`config.mk`:
```
export PLATFORM = sky130hd
export DESIGN_NAME = alu_result_fifo_flat
export DESIGN_NICKNAME = d
export VERILOG_FILES = /design/src/rtl/alu_result_fifo_pkg.sv /design/src/rtl/alu_result_fifo_if.sv /design/src/rtl/alu_result_fifo_mem.sv /design/src/rtl/alu_result_fifo.sv /design/src/flat_wrapper.sv
export SDC_FILE = /design/constraint.sdc
export NUM_CORES = 1
export LEC_CHECK = 0
export BUFFER_PORTS_ARGS = -buffer_cell sky130_fd_sc_hd__buf_2
export CAP_MARGIN = 20
export CORE_MARGIN = 2
export CORE_UTILIZATION = 56
export CTS_CLUSTER_DIAMETER = 120
export DETAILED_ROUTE_END_ITERATION = 7
export PLACE_DENSITY = 0.79
export SKIP_CTS_REPAIR_TIMING = 1
export SKIP_LAST_GASP = 1
export SLEW_MARGIN = 25
export SYNTH_ARGS = -nofsm -noshare
export SYNTH_HDL_FRONTEND = slang
export SYNTH_HIERARCHICAL = 1
export SYNTH_SLANG_ARGS = --single-unit
```
`constraint.sdc`:
```
create_clock -name clk -period 3.53 [get_ports clk]
set_input_delay 0 -clock clk [delete_from_list [all_inputs] [get_ports clk]]
set_output_delay 0 -clock clk [all_outputs]
set_load 0.02 [all_outputs]
```
`src/rtl/alu_result_fifo_pkg.sv`:
```
// alu_res_pkg: shared unit-id constants and sizing helpers for alu_result_fifo.
// Entry layout, LSB first: data (WIDTH_OUT_DATA+1), src (2), then parity (1) when
// ALU_RES_PARITY_EN is defined.
package alu_res_pkg;
  localparam logic [1:0] SRC_ARITH = 2'd0;
  localparam logic [1:0] SRC_LOGIC = 2'd1;
  localparam logic [1:0] SRC_CMP   = 2'd2;
  localparam logic [1:0] SRC_SHIFT = 2'd3;
  function automatic int ptr_w(input int depth);
    return $clog2(depth) + 1;
  endfunction
  function automatic int entry_w(input int width_out_data);
`ifdef ALU_RES_PARITY_EN
    return width_out_data + 4;
`else
    return width_out_data + 3;
`endif
  endfunction
endpackage

```
`src/rtl/alu_result_fifo_if.sv`:
```
// alu_result_fifo_if: ALU result capture / consumer drain bundle for alu_result_fifo.
// master: environment side (drives res_*, out_ready, clr_ovf).
// slave:  FIFO side (drives out_*, fifo_full, fifo_empty, overflow, drop_cnt).
// ALU_RES_PARITY_EN adds out_parity.
interface alu_result_fifo_if #(
  parameter int WIDTH_OUT_DATA = 16,
  parameter int DROP_CNT_WIDTH = 8
);
  logic [WIDTH_OUT_DATA:0] res_in;
  logic [WIDTH_OUT_DATA:0] out_data;
  logic [1:0] res_src;
  logic [1:0] out_src;
  logic res_valid;
  logic out_valid;
  logic out_ready;
  logic fifo_full;
  logic fifo_empty;
  logic overflow;
  logic clr_ovf;
  logic [DROP_CNT_WIDTH-1:0] drop_cnt;
`ifdef ALU_RES_PARITY_EN
  logic out_parity;
`endif
  modport master (
    output res_in, res_valid, res_src, out_ready, clr_ovf,
`ifdef ALU_RES_PARITY_EN
    input out_parity,
`endif
    input out_data, out_src, out_valid, fifo_full, fifo_empty, overflow, drop_cnt
  );
  modport slave (
    input res_in, res_valid, res_src, out_ready, clr_ovf,
`ifdef ALU_RES_PARITY_EN
    output out_parity,
`endif
    output out_data, out_src, out_valid, fifo_full, fifo_empty, overflow, drop_cnt
  );
endinterface

```
`src/rtl/alu_result_fifo_mem.sv`:
```
// alu_res_fifo_mem: DEPTH x EW register array, one synchronous write port, async read.
// Ports: clk, we/wa/wd (write), ra/rd (read). No reset: contents are don't-care.
module alu_res_fifo_mem #(
  parameter int DEPTH = 4,
  parameter int EW = 19
) (
  input  logic clk,
  input  logic we,
  input  logic [$clog2(DEPTH)-1:0] wa,
  input  logic [EW-1:0] wd,
  input  logic [$clog2(DEPTH)-1:0] ra,
  output logic [EW-1:0] rd
);
  logic [EW-1:0] mem [DEPTH];
  always_ff @(posedge clk)
    if (we) mem[wa] <= wd;
  assign rd = mem[ra];
endmodule

```
`src/rtl/alu_result_fifo.sv`:
```
// alu_result_fifo: buffers tagged ALU unit results and drains them over valid/ready.
// Ports: clk, rst (synchronous, active-low), bus (alu_result_fifo_if.slave).
// Optional: ALU_RES_PARITY_EN stores an even-parity bit per entry and drives out_parity.
module alu_result_fifo
  import alu_res_pkg::*;
#(
  parameter int WIDTH_OUT_DATA = 16,
  parameter int DEPTH = 4,
  parameter int DROP_CNT_WIDTH = 8
) (
  input logic clk,
  input logic rst,
  alu_result_fifo_if.slave bus
);
  localparam int PW = ptr_w(DEPTH);
  localparam int AW = PW - 1;
  localparam int EW = entry_w(WIDTH_OUT_DATA);
  localparam int DW = WIDTH_OUT_DATA + 1;
  logic [PW-1:0] wr_ptr, rd_ptr;
  logic [EW-1:0] wr_entry, rd_entry;
  logic full, empty, push, pop, drop, ovf;
  logic [DROP_CNT_WIDTH-1:0] cnt, cnt_base;
  always_comb begin
    full = wr_ptr == {~rd_ptr[AW], rd_ptr[AW-1:0]};
    empty = wr_ptr == rd_ptr;
    pop = ~empty & bus.out_ready;
    push = bus.res_valid & (~full | pop);
    drop = bus.res_valid & full & ~pop;
    // clear applies first so a same-cycle drop still lands as a count of one
    cnt_base = bus.clr_ovf ? '0 : cnt;
  end
`ifdef ALU_RES_PARITY_EN
  assign wr_entry = {^bus.res_in, bus.res_src, bus.res_in};
  assign bus.out_parity = ~empty & rd_entry[DW+2];
`else
  assign wr_entry = {bus.res_src, bus.res_in};
`endif
  alu_res_fifo_mem #(.DEPTH(DEPTH), .EW(EW)) u_mem (
    .clk(clk),
    .we(push),
    .wa(wr_ptr[AW-1:0]),
    .wd(wr_entry),
    .ra(rd_ptr[AW-1:0]),
    .rd(rd_entry)
  );
  always_ff @(posedge clk)
    if (!rst) begin
      wr_ptr <= '0;
      rd_ptr <= '0;
      ovf <= 1'b0;
      cnt <= '0;
    end else begin
      wr_ptr <= wr_ptr + PW'(push);
      rd_ptr <= rd_ptr + PW'(pop);
      ovf <= drop | (ovf & ~bus.clr_ovf);
      cnt <= cnt_base + DROP_CNT_WIDTH'(drop & ~&cnt_base);
    end
  assign bus.out_valid = ~empty;
  assign bus.fifo_empty = empty;
  assign bus.fifo_full = full;
  assign bus.overflow = ovf;
  assign bus.drop_cnt = cnt;
  assign bus.out_data = empty ? '0 : rd_entry[DW-1:0];
  assign bus.out_src = empty ? '0 : rd_entry[DW+1:DW];
endmodule
```
`src/flat_wrapper.sv`:
```
// flat-port wrapper written by rule: the top's interface ports become plain ports
module alu_result_fifo_flat import alu_res_pkg::*;
#(
  parameter int WIDTH_OUT_DATA = 16,
  parameter int DEPTH = 4,
  parameter int DROP_CNT_WIDTH = 8
)
  (clk, rst, bus_res_in, bus_res_valid, bus_res_src, bus_out_ready, bus_clr_ovf, bus_out_data, bus_out_src, bus_out_valid, bus_fifo_full, bus_fifo_empty, bus_overflow, bus_drop_cnt);
  alu_result_fifo_if #(.WIDTH_OUT_DATA(WIDTH_OUT_DATA), .DROP_CNT_WIDTH(DROP_CNT_WIDTH)) bus_i ();
  input logic clk;
  input logic rst;
  input wire logic [$bits(bus_i.res_in)-1:0] bus_res_in;
  input wire logic [$bits(bus_i.res_valid)-1:0] bus_res_valid;
  input wire logic [$bits(bus_i.res_src)-1:0] bus_res_src;
  input wire logic [$bits(bus_i.out_ready)-1:0] bus_out_ready;
  input wire logic [$bits(bus_i.clr_ovf)-1:0] bus_clr_ovf;
  output wire logic [$bits(bus_i.out_data)-1:0] bus_out_data;
  output wire logic [$bits(bus_i.out_src)-1:0] bus_out_src;
  output wire logic [$bits(bus_i.out_valid)-1:0] bus_out_valid;
  output wire logic [$bits(bus_i.fifo_full)-1:0] bus_fifo_full;
  output wire logic [$bits(bus_i.fifo_empty)-1:0] bus_fifo_empty;
  output wire logic [$bits(bus_i.overflow)-1:0] bus_overflow;
  output wire logic [$bits(bus_i.drop_cnt)-1:0] bus_drop_cnt;
  assign bus_i.res_in = bus_res_in;
  assign bus_i.res_valid = bus_res_valid;
  assign bus_i.res_src = bus_res_src;
  assign bus_i.out_ready = bus_out_ready;
  assign bus_i.clr_ovf = bus_clr_ovf;
  assign bus_out_data = bus_i.out_data;
  assign bus_out_src = bus_i.out_src;
  assign bus_out_valid = bus_i.out_valid;
  assign bus_fifo_full = bus_i.fifo_full;
  assign bus_fifo_empty = bus_i.fifo_empty;
  assign bus_overflow = bus_i.overflow;
  assign bus_drop_cnt = bus_i.drop_cnt;
  alu_result_fifo #(.WIDTH_OUT_DATA(WIDTH_OUT_DATA), .DEPTH(DEPTH), .DROP_CNT_WIDTH(DROP_CNT_WIDTH)) u_core (.clk(clk), .rst(rst), .bus(bus_i));
endmodule
```
* After elaboration in Yosys (flattened, before gate mapping) *
Memory sizes are Yosys's and may differ from the RTL's. A register that Yosys moved wholly into a read port is not among the register bits.
Cells that the tools add are included.

word-level totals
  register bits = 15
  latch bits = 0
  RAM bits = 76
  bits in read-only memories = 0
  bits of input ports = 24
  output and inout bits = 31
  memories kept = 1

operators by class
  add/sub/neg operators = 3
  $mul = 0
  divide/modulo/power cells = 0
  magnitude comparators = 0
  eq/ne operators = 2
  shift-type cells = 0
  mux-type cells = 6
  bitwise operators = 13
  reduce and logical (&&, ||, !) cells = 2

memory list
  memory            depth  width  read ports  clocked after Yosys merged registers in  write ports  RTL line                   source
  u_core.u_mem.mem  4      19     1           1                                        1            alu_result_fifo_mem.sv:14  logic [EW-1:0] mem [DEPTH];

operator list
  operator              number
  two-way mux 17 bit    1
  adder 8 bit           1
  two-way mux 8 bit     1
  AND reduction 8 bit   1
  adder 3 x 1 -> 3 bit  2
  bitwise AND 1 bit     6
  equality test 3 bit   2
  NOT 1 bit             5
  two-way mux 2 bit     2
  two-way mux 1 bit     2
  bitwise OR 1 bit      2
  zero test 1 bit       1

* Depth between registers and ports, before layout *
Gate-level depths: netlist of the first run.

  depth in word-level cells = 7
  depth in mapped cells = 8

* Hierarchy *
Netlist of the first run, hierarchy kept.

by module, submodules not included
  module            times used  cells each  area an instance (µm²)  sequential area each (µm²)
  alu_res_fifo_mem  1           103         2816.5                  2282.2
  alu_result_fifo   1           96          870.8                   300.3

* Worst setup path after synthesis of the first run *
No wires, ideal clock.

  kind = register to register
  from = register u_core.wr_ptr[0]
  to = memory u_core.u_mem.mem[0][0] (enable)
  library setup time = 0.423 ns
  arrival = 2.245 ns
  data required time = 3.107 ns
  slack = 0.862 ns
  stages on the path, launching flop included = 5
  clock period less this slack = 2.668 ns
  cells stage by stage = dfxtp_1 > xnor2_1 > nand3_1 > o21a_1 > nor3b_1

between the ends
  cells in the longest elaborated chain, start to end = 7
  elaborated cells on any way between the ends = 9
  classes of those cells = eq/ne: 2; mux: 2; bitwise: 5

RTL lines
  what                                         RTL line                   source
  start: declaration                           alu_result_fifo.sv:19      logic [PW-1:0] wr_ptr, rd_ptr;
  start signal: assignment                     alu_result_fifo.sv:53      wr_ptr <= wr_ptr + PW'(push);
  equality test 3 bit                          alu_result_fifo.sv:25      empty = wr_ptr == rd_ptr;
  NOT 1 bit                                    alu_result_fifo.sv:26      pop = ~empty & bus.out_ready;
  bitwise AND 1 bit                            alu_result_fifo.sv:26
  bitwise OR 1 bit (*)                         alu_result_fifo.sv:27      push = bus.res_valid & (~full | pop);
  bitwise AND 1 bit (*)                        alu_result_fifo.sv:27
  named net u_core.push                        alu_result_fifo.sv:21      logic full, empty, push, pop, drop, ovf;
  two-way mux 1 bit (*)                        alu_result_fifo_mem.sv:16  if (we) mem[wa] <= wd;
  two-way mux 1 bit (not written as such) (*)  alu_result_fifo_mem.sv:16
  end: declaration                             alu_result_fifo_mem.sv:14

Mark *: on every way through the listed nets, which the timed path passes. The rest lies on a longest branch.

* Worst setup path after layout of the first run *
  from = register u_core.wr_ptr[1]
  to = register u_core.cnt[6], in the netlist u_core/bus.drop_cnt[6]

between the ends
  cells in the longest elaborated chain, start to end = 7
  elaborated cells on any way between the ends = 9
  classes of those cells = add/sub: 1; eq/ne: 2; bitwise: 6

RTL lines
  what                    RTL line               source
  equality test 3 bit     alu_result_fifo.sv:25
  NOT 1 bit               alu_result_fifo.sv:26
  bitwise AND 1 bit       alu_result_fifo.sv:26
  NOT 1 bit               alu_result_fifo.sv:28  drop = bus.res_valid & full & ~pop;
  bitwise AND 1 bit (*)   alu_result_fifo.sv:28
  bitwise AND 1 bit (*)   alu_result_fifo.sv:56  cnt <= cnt_base + DROP_CNT_WIDTH'(drop & ~&cnt_base);
  adder 8 bit (*)         alu_result_fifo.sv:56
  end signal: assignment  alu_result_fifo.sv:56
  end: declaration        alu_result_fifo.sv:22  logic [DROP_CNT_WIDTH-1:0] cnt, cnt_base;

Every way passes the cells marked *; elsewhere a longest branch is shown, timed or not.
A chain may end at the register's enable or synchronous reset.

==> impl_metrics.env, run 1 <==
export IMPL_yosysWarnings=6
export IMPL_critPathLaunchType="register"
export IMPL_final_nets=315
export IMPL_ant_nets=0
export IMPL_yosysMostFrequentCell="edfxtp_1"
export IMPL_synth_cells=199
export IMPL_p_leak_nw=1.72
export IMPL_crit_type="register to register"
export IMPL_drive_gt1_frac=0.304
export IMPL_async_reset_ff_frac=0
export IMPL_grt_pass1_vias=1897
export IMPL_routedWlPerCell_um=17.2
export IMPL_timing_critical_path_buf_inv=0
export IMPL_hold_depth=3
export IMPL_status="complete, no violations"
export IMPL_fin_crit_ns=2.14
export IMPL_crit_arrival_ns=2.43
export IMPL_start_util=0.581
export IMPL_cts_sinks=91
export IMPL_path_cells="xnor2_1 > nand3_1 > nor3_1 > ha_1 > ha_1 > nand2_1 > or3_2 > a21oi_1"
export IMPL_rsz0062_at_grt="false"
export IMPL_drt_wl_total_um=6290
export IMPL_syn_to_final_growth_pct=21.0
export IMPL_maxCapViolCount=0
export IMPL_viasPerCell=5.39
export IMPL_cpPeakStageDelay_ns=0.45
export IMPL_drc=0
export IMPL_hpwlAfterDp_um=3930
export IMPL_gr_total_overflow=0
export IMPL_yosys_area_top_type="edfxtp_1"
export IMPL_vias=1973
export IMPL_ir_drop_uv=397
export IMPL_p_per_area_nw_per_um2=553
export IMPL_min_period_over_period=0.606
export IMPL_first_iter_violations=95
export IMPL_clkTransAtPathRegs_ns=0.09
export IMPL_dp_cells=328
export IMPL_synth_main_ff_cell="edfxtp_1"
export IMPL_crit_family="simple AND/OR/NAND/NOR gates"
export IMPL_final_core_util=0.703
export IMPL_worst_slew_pin_slew_ns=0.997
export IMPL_cp_required_ns=3.82
export IMPL_yosys_area_top_type_share=0.619
export IMPL_antenna_found_initial=0
export IMPL_cp_end_kind="register"
export IMPL_track_usage=0.175
export IMPL_synth_sequential_area_ratio=0.700
export IMPL_yosysUniqueCellTypes=34
export IMPL_synth_edff_count=76
export IMPL_fp_dieW_um=85.1
export IMPL_max_clock_path_buffers=2
export IMPL_hold_violations=0
export IMPL_htree_levels=3
export IMPL_netlist_area_sq_um=3690
export IMPL_grt_pass1_wl_um=9360
export IMPL_max_slew_margin=0.335
export IMPL_synth_seq_cells=91
export IMPL_synth_commonest_cells="edfxtp_1, and2_1, dfxtp_1"
export IMPL_hp_class="primary input to register"
export IMPL_syn_num_nets=230
export IMPL_max_freq_mhz=467
export IMPL_io_pins=55
export IMPL_grt_max_degree=22
export IMPL_synth_area_leaders="edfxtp_1, dfxtp_1, mux4_1"
export IMPL_slew_viol_final=0
export IMPL_antenna_diode_count=0
export IMPL_cp_common_cell="ha_1"
export IMPL_insertion_delay_ns=0.35
export IMPL_rows=29
export IMPL_cts_root_buffer_cell="clkbuf_8"
export IMPL_place_gp_congestion=0.794
export IMPL_finalPower_mw=2.47
export IMPL_finalSetupViolations=0
export IMPL_cp_slowest_cell="dfxtp_1"
export IMPL_dieHeight_um=85.1
export IMPL_cp_depth=8
export IMPL_dieArea_sq_um=7250
export IMPL_reg2regPathDepth=8
export IMPL_avgSynthCellArea_sq_um=18.5
export IMPL_core_sq_um=6350
export IMPL_first_pass_iters=4
export IMPL_setup_tns_ns=0
export IMPL_port_buffers=54
export IMPL_cp_max_fo=6
export IMPL_cts_tree="done"
export IMPL_final_setup_skew_ns=0.0125
export IMPL_instances_no_fill=366
export IMPL_cts_buffers=9
-- worst paths after layout --
path / startpoint / end / slack (ns)
max: u_core/wr_ptr[1] / u_core/bus.drop_cnt[6] / 1.39
min: bus_clr_ovf / u_core/bus.overflow / 0.04
max reg2reg: u_core/wr_ptr[1] / u_core/bus.drop_cnt[6] / 1.39
min reg2reg: u_core/bus.overflow / u_core/bus.overflow / 0.51
-- layout make-up --
class	instances	area (sq um)
clock inverters	6	71.3
well taps	77	96.3
repair buffers	81	528
inverters	3	11.3
fillers	420	1890
multi-input cells	98	1040
flip-flops and latches	91	2580
clock buffers	10	128
-- stage by stage --
stage                     setup slack [ns]  hold slack, ns  cell area, sq um
after global placement                1.48           0.212              4040
after detailed placement              1.37           0.218              4040
final                                 1.39          0.0371              4460
after CTS                             1.35          -0.152              4240
after floorplan                      0.862          0.0989              3690
after global routing                  1.19          0.0461              4460
-- worst min-delay path: cells and delay by family --
kind	cells	cell delay [ns]
buffers and inverters	1	0.14
AND/OR/NAND/NOR	1	0.12
AO/OA/AOI/OAI	1	0.07
-- cells in the final DEF, fill, tap and decap left out, drive strengths merged --
cell type | Yosys | layout
nand2 | 3 | 3
clkbuf | 2 | 10
nand2b | 2 | 2
clkinvlp | 0 | 2
and3 | 1 | 1
and2 | 29 | 29
or3 | 2 | 2
xnor2 | 3 | 3
dfxtp | 15 | 15
nand3 | 2 | 2
edfxtp | 76 | 76
nor3b | 1 | 1
nand4b | 2 | 2
buf | 5 | 59
o41ai | 1 | 1
and2b | 2 | 2
mux4 | 19 | 19
inv | 3 | 6
o31ai | 1 | 1
dlygate4sd3 | 0 | 22
xor2 | 4 | 4
bufinv | 0 | 1
o21a | 2 | 2
and3b | 3 | 3
nor2 | 2 | 2
nor3 | 1 | 1
ha | 7 | 7
nand3b | 4 | 4
a21oi | 3 | 3
or4 | 1 | 1
o21ai | 3 | 3
-- report_power, final --
| part | internal [mW] | total [mW] | switching (mW) |
|---|---|---|---|
| clock | 0.335 | 0.692 | 0.357 |
| combinational | 0.241 | 0.547 | 0.306 |
| sequential | 1.21 | 1.23 | 0.0149 |
| total | 1.79 | 2.47 | 0.678 |
-- cell families after synthesis --
group	synth area share
flops	0.700
buf+inv	0.0176
compound gates	0.0166
mux	0.125
xor+xnor	0.0166
fa+ha+maj	0.0238
simple gates	0.0998
-- state kept, by name, indices dropped and copies added (netlist names) --
signal,cells
u_core/bus.overflow,1
u_core/rd_ptr,3
u_core/bus.drop_cnt,8
u_core/u_mem/mem,76
u_core/wr_ptr,3
-- layer usage --
layer / global-route usage / wire length, um
met2: 0.290 / 3150
met5: 0 / 0
met4: 0.0794 / 145
met3: 0.0409 / 261
met1: 0.221 / 2730
Power figures use the tool's default switching activity.
==> run 2, diff against run 1 <==
==> constraint.sdc (replaced) <==
create_clock -name clk -period 2.2 [get_ports clk]
set_input_delay 0 -clock clk [delete_from_list [all_inputs] [get_ports clk]]
set_output_delay 0 -clock clk [all_outputs]
set_load 0.02 [all_outputs]
==> run 2 against run 1 <==
The run now ends with negative hold slack left. Fmax up 6.5%. Via count up 2.2%. Critical path depth down 1. Power up 60%. Die area unchanged. Sequential share of layout area down 0.76 points. Critical endpoint is now u_core/bus.drop_cnt[7]. Final cell count up 1.9%. Worst hold slack worse by 0.039 ns. Combinational power up 60%.
==> impl_metrics.env, run 2 (synthesis results as in run 1) <==
export IMPL_regMostFlops="u_core/u_mem/mem"
export IMPL_hpwlAfterDp_um=4000
export IMPL_maxCapViolCount=0
export IMPL_htree_levels=3
export IMPL_clkTransAtPathRegs_ns=0.09
export IMPL_grt_pass1_vias=1975
export IMPL_start_util=0.581
export IMPL_final_setup_skew_ns=0.00815
export IMPL_max_clock_path_buffers=2
export IMPL_hold_ws_ns=-0.00234
export IMPL_drt_wl_total_um=6280
export IMPL_hold_violations=1
export IMPL_min_period_over_period=0.913
export IMPL_cts_sinks=91
export IMPL_grt_max_degree=22
export IMPL_timing_rr_start="u_core/wr_ptr[0]"
export IMPL_cts_buffers=9
export IMPL_drc=0
export IMPL_ir_drop_uv=583
export IMPL_grt_pass1_wl_um=9680
export IMPL_hold_start="rst"
export IMPL_port_buffers=54
export IMPL_rows=29
export IMPL_fin_ws_ns=0.191
export IMPL_post_place_ws_ns=0.0896
export IMPL_routedWlPerCell_um=16.8
export IMPL_core_sq_um=6350
export IMPL_cp_slowest_cell="or4_1"
export IMPL_track_usage=0.182
export IMPL_first_pass_iters=4
export IMPL_place_gp_congestion=0.809
export IMPL_mostFrequentLayoutCells="edfxtp_1, buf_2, and2_1, dlygate4sd3_1"
export IMPL_p_per_area_nw_per_um2=873
export IMPL_worst_slew_pin_slew_ns=0.357
export IMPL_fp_dieW_um=85.1
export IMPL_cts_root_buffer_cell="clkbuf_8"
export IMPL_cp_end_kind="register"
export IMPL_cp_startpoint="u_core/wr_ptr[0]"
export IMPL_path_cells="xnor2_1 > nand3_1 > nor3_2 > ha_1 > nand4b_1 > or4_1 > a21oi_1"
export IMPL_cts_tree="done"
export IMPL_crit_type="register to register"
export IMPL_syn_to_final_growth_pct=22.7
export IMPL_drive_gt1_frac=0.334
export IMPL_final_common_cell="edfxtp_1"
export IMPL_final_nets=322
export IMPL_p_leak_nw=1.76
export IMPL_status="complete, but fails checks"
export IMPL_timing_critical_path_buf_inv=0
export IMPL_rsz0062_at_grt="false"
export IMPL_insertion_delay_ns=0.34
export IMPL_gr_total_overflow=0
export IMPL_dieArea_sq_um=7250
export IMPL_antenna_found_initial=0
export IMPL_ant_nets=0
export IMPL_violations="negative hold slack"
export IMPL_max_freq_mhz=498
export IMPL_critPathLaunchType="register"
export IMPL_viasPerCell=5.40
export IMPL_cp_max_fo=6
export IMPL_first_iter_violations=146
export IMPL_vias=2016
export IMPL_crit_family="simple AND/OR/NAND/NOR gates"
export IMPL_final_core_util=0.713
export IMPL_setup_tns_ns=0
export IMPL_antenna_diode_count=0
export IMPL_largest_reg_flops=76
export IMPL_cp_required_ns=2.47
export IMPL_finalSetupViolations=0
export IMPL_max_slew_margin=0.759
export IMPL_crit_arrival_ns=2.28
export IMPL_dp_cells=335
export IMPL_fin_crit_ns=2.01
export IMPL_nFillCells=420
export IMPL_io_pins=55
export IMPL_hp_class="primary input to register"
export IMPL_dieHeight_um=85.1
export IMPL_cpPeakStageDelay_ns=0.46
export IMPL_slew_viol_final=0
export IMPL_instances_no_fill=373
-- run 2: cell count changes in the layout (fill, tap and decap cells not counted), sizes merged --
cell         delta
dlygate4sd3     -1
clkbuf          -1
inv             -1
clkinv          +2
buf             +8
-- run 2: worst reg2reg max path, stage by stage, from the launching register on --
cell	delay, ns
dfxtp_2	0.37
xnor2_1	0.20
nand3_1	0.13
nor3_2	0.22
ha_1	0.18
nand4b_1	0.23
or4_1	0.46
a21oi_1	0.16
-- run 2: power by group --
| group | switching, mW | internal, mW |
|---|---|---|
| registers | 0.0247 | 1.95 |
| clock network | 0.576 | 0.531 |
| logic | 0.481 | 0.392 |
-- run 2: stage by stage --
step / cell area, sq um / power [mW]
after floorplan: 3690 / 2.61
after global placement: 4100 / 2.85
after detailed placement: 4100 / 2.87
after CTS: 4300 / 3.97
after global routing: 4530 / 4.12
final: 4530 / 3.95
-- run 2: final timing paths --
| check | cells after the start | endpoint | slack [ns] |
|---|---|---|---|
| setup / recovery | 7 | u_core/bus.drop_cnt[7] | 0.19 |
| hold / removal | 2 | u_core/bus.drop_cnt[3] | -0.002 |
| setup reg to reg | 7 | u_core/bus.drop_cnt[7] | 0.19 |
| hold reg to reg | 2 | u_core/bus.drop_cnt[7] | 0.51 |
-- run 2: layout make-up --
type	count	area, sq um	share of cell area
Clock buffer	9	124	0.0274
Clock inverter	7	75.1	0.0166
Inverter	3	11.3	0.00249
Multi-Input combinational cell	98	1060	0.233
Sequential cell	91	2580	0.571
Tap cell	77	96.3	0.0213
Timing Repair Buffer	88	578	0.128
-- run 2: layer usage --
layer / vias up / GRT usage / wire [um]
met5: - / 0 / 0
met3: 6 / 0.0360 / 235
met2: 44 / 0.310 / 3240
met1: 1002 / 0.232 / 2750
met4: 0 / 0.0736 / 58
li1: 964 / - / -
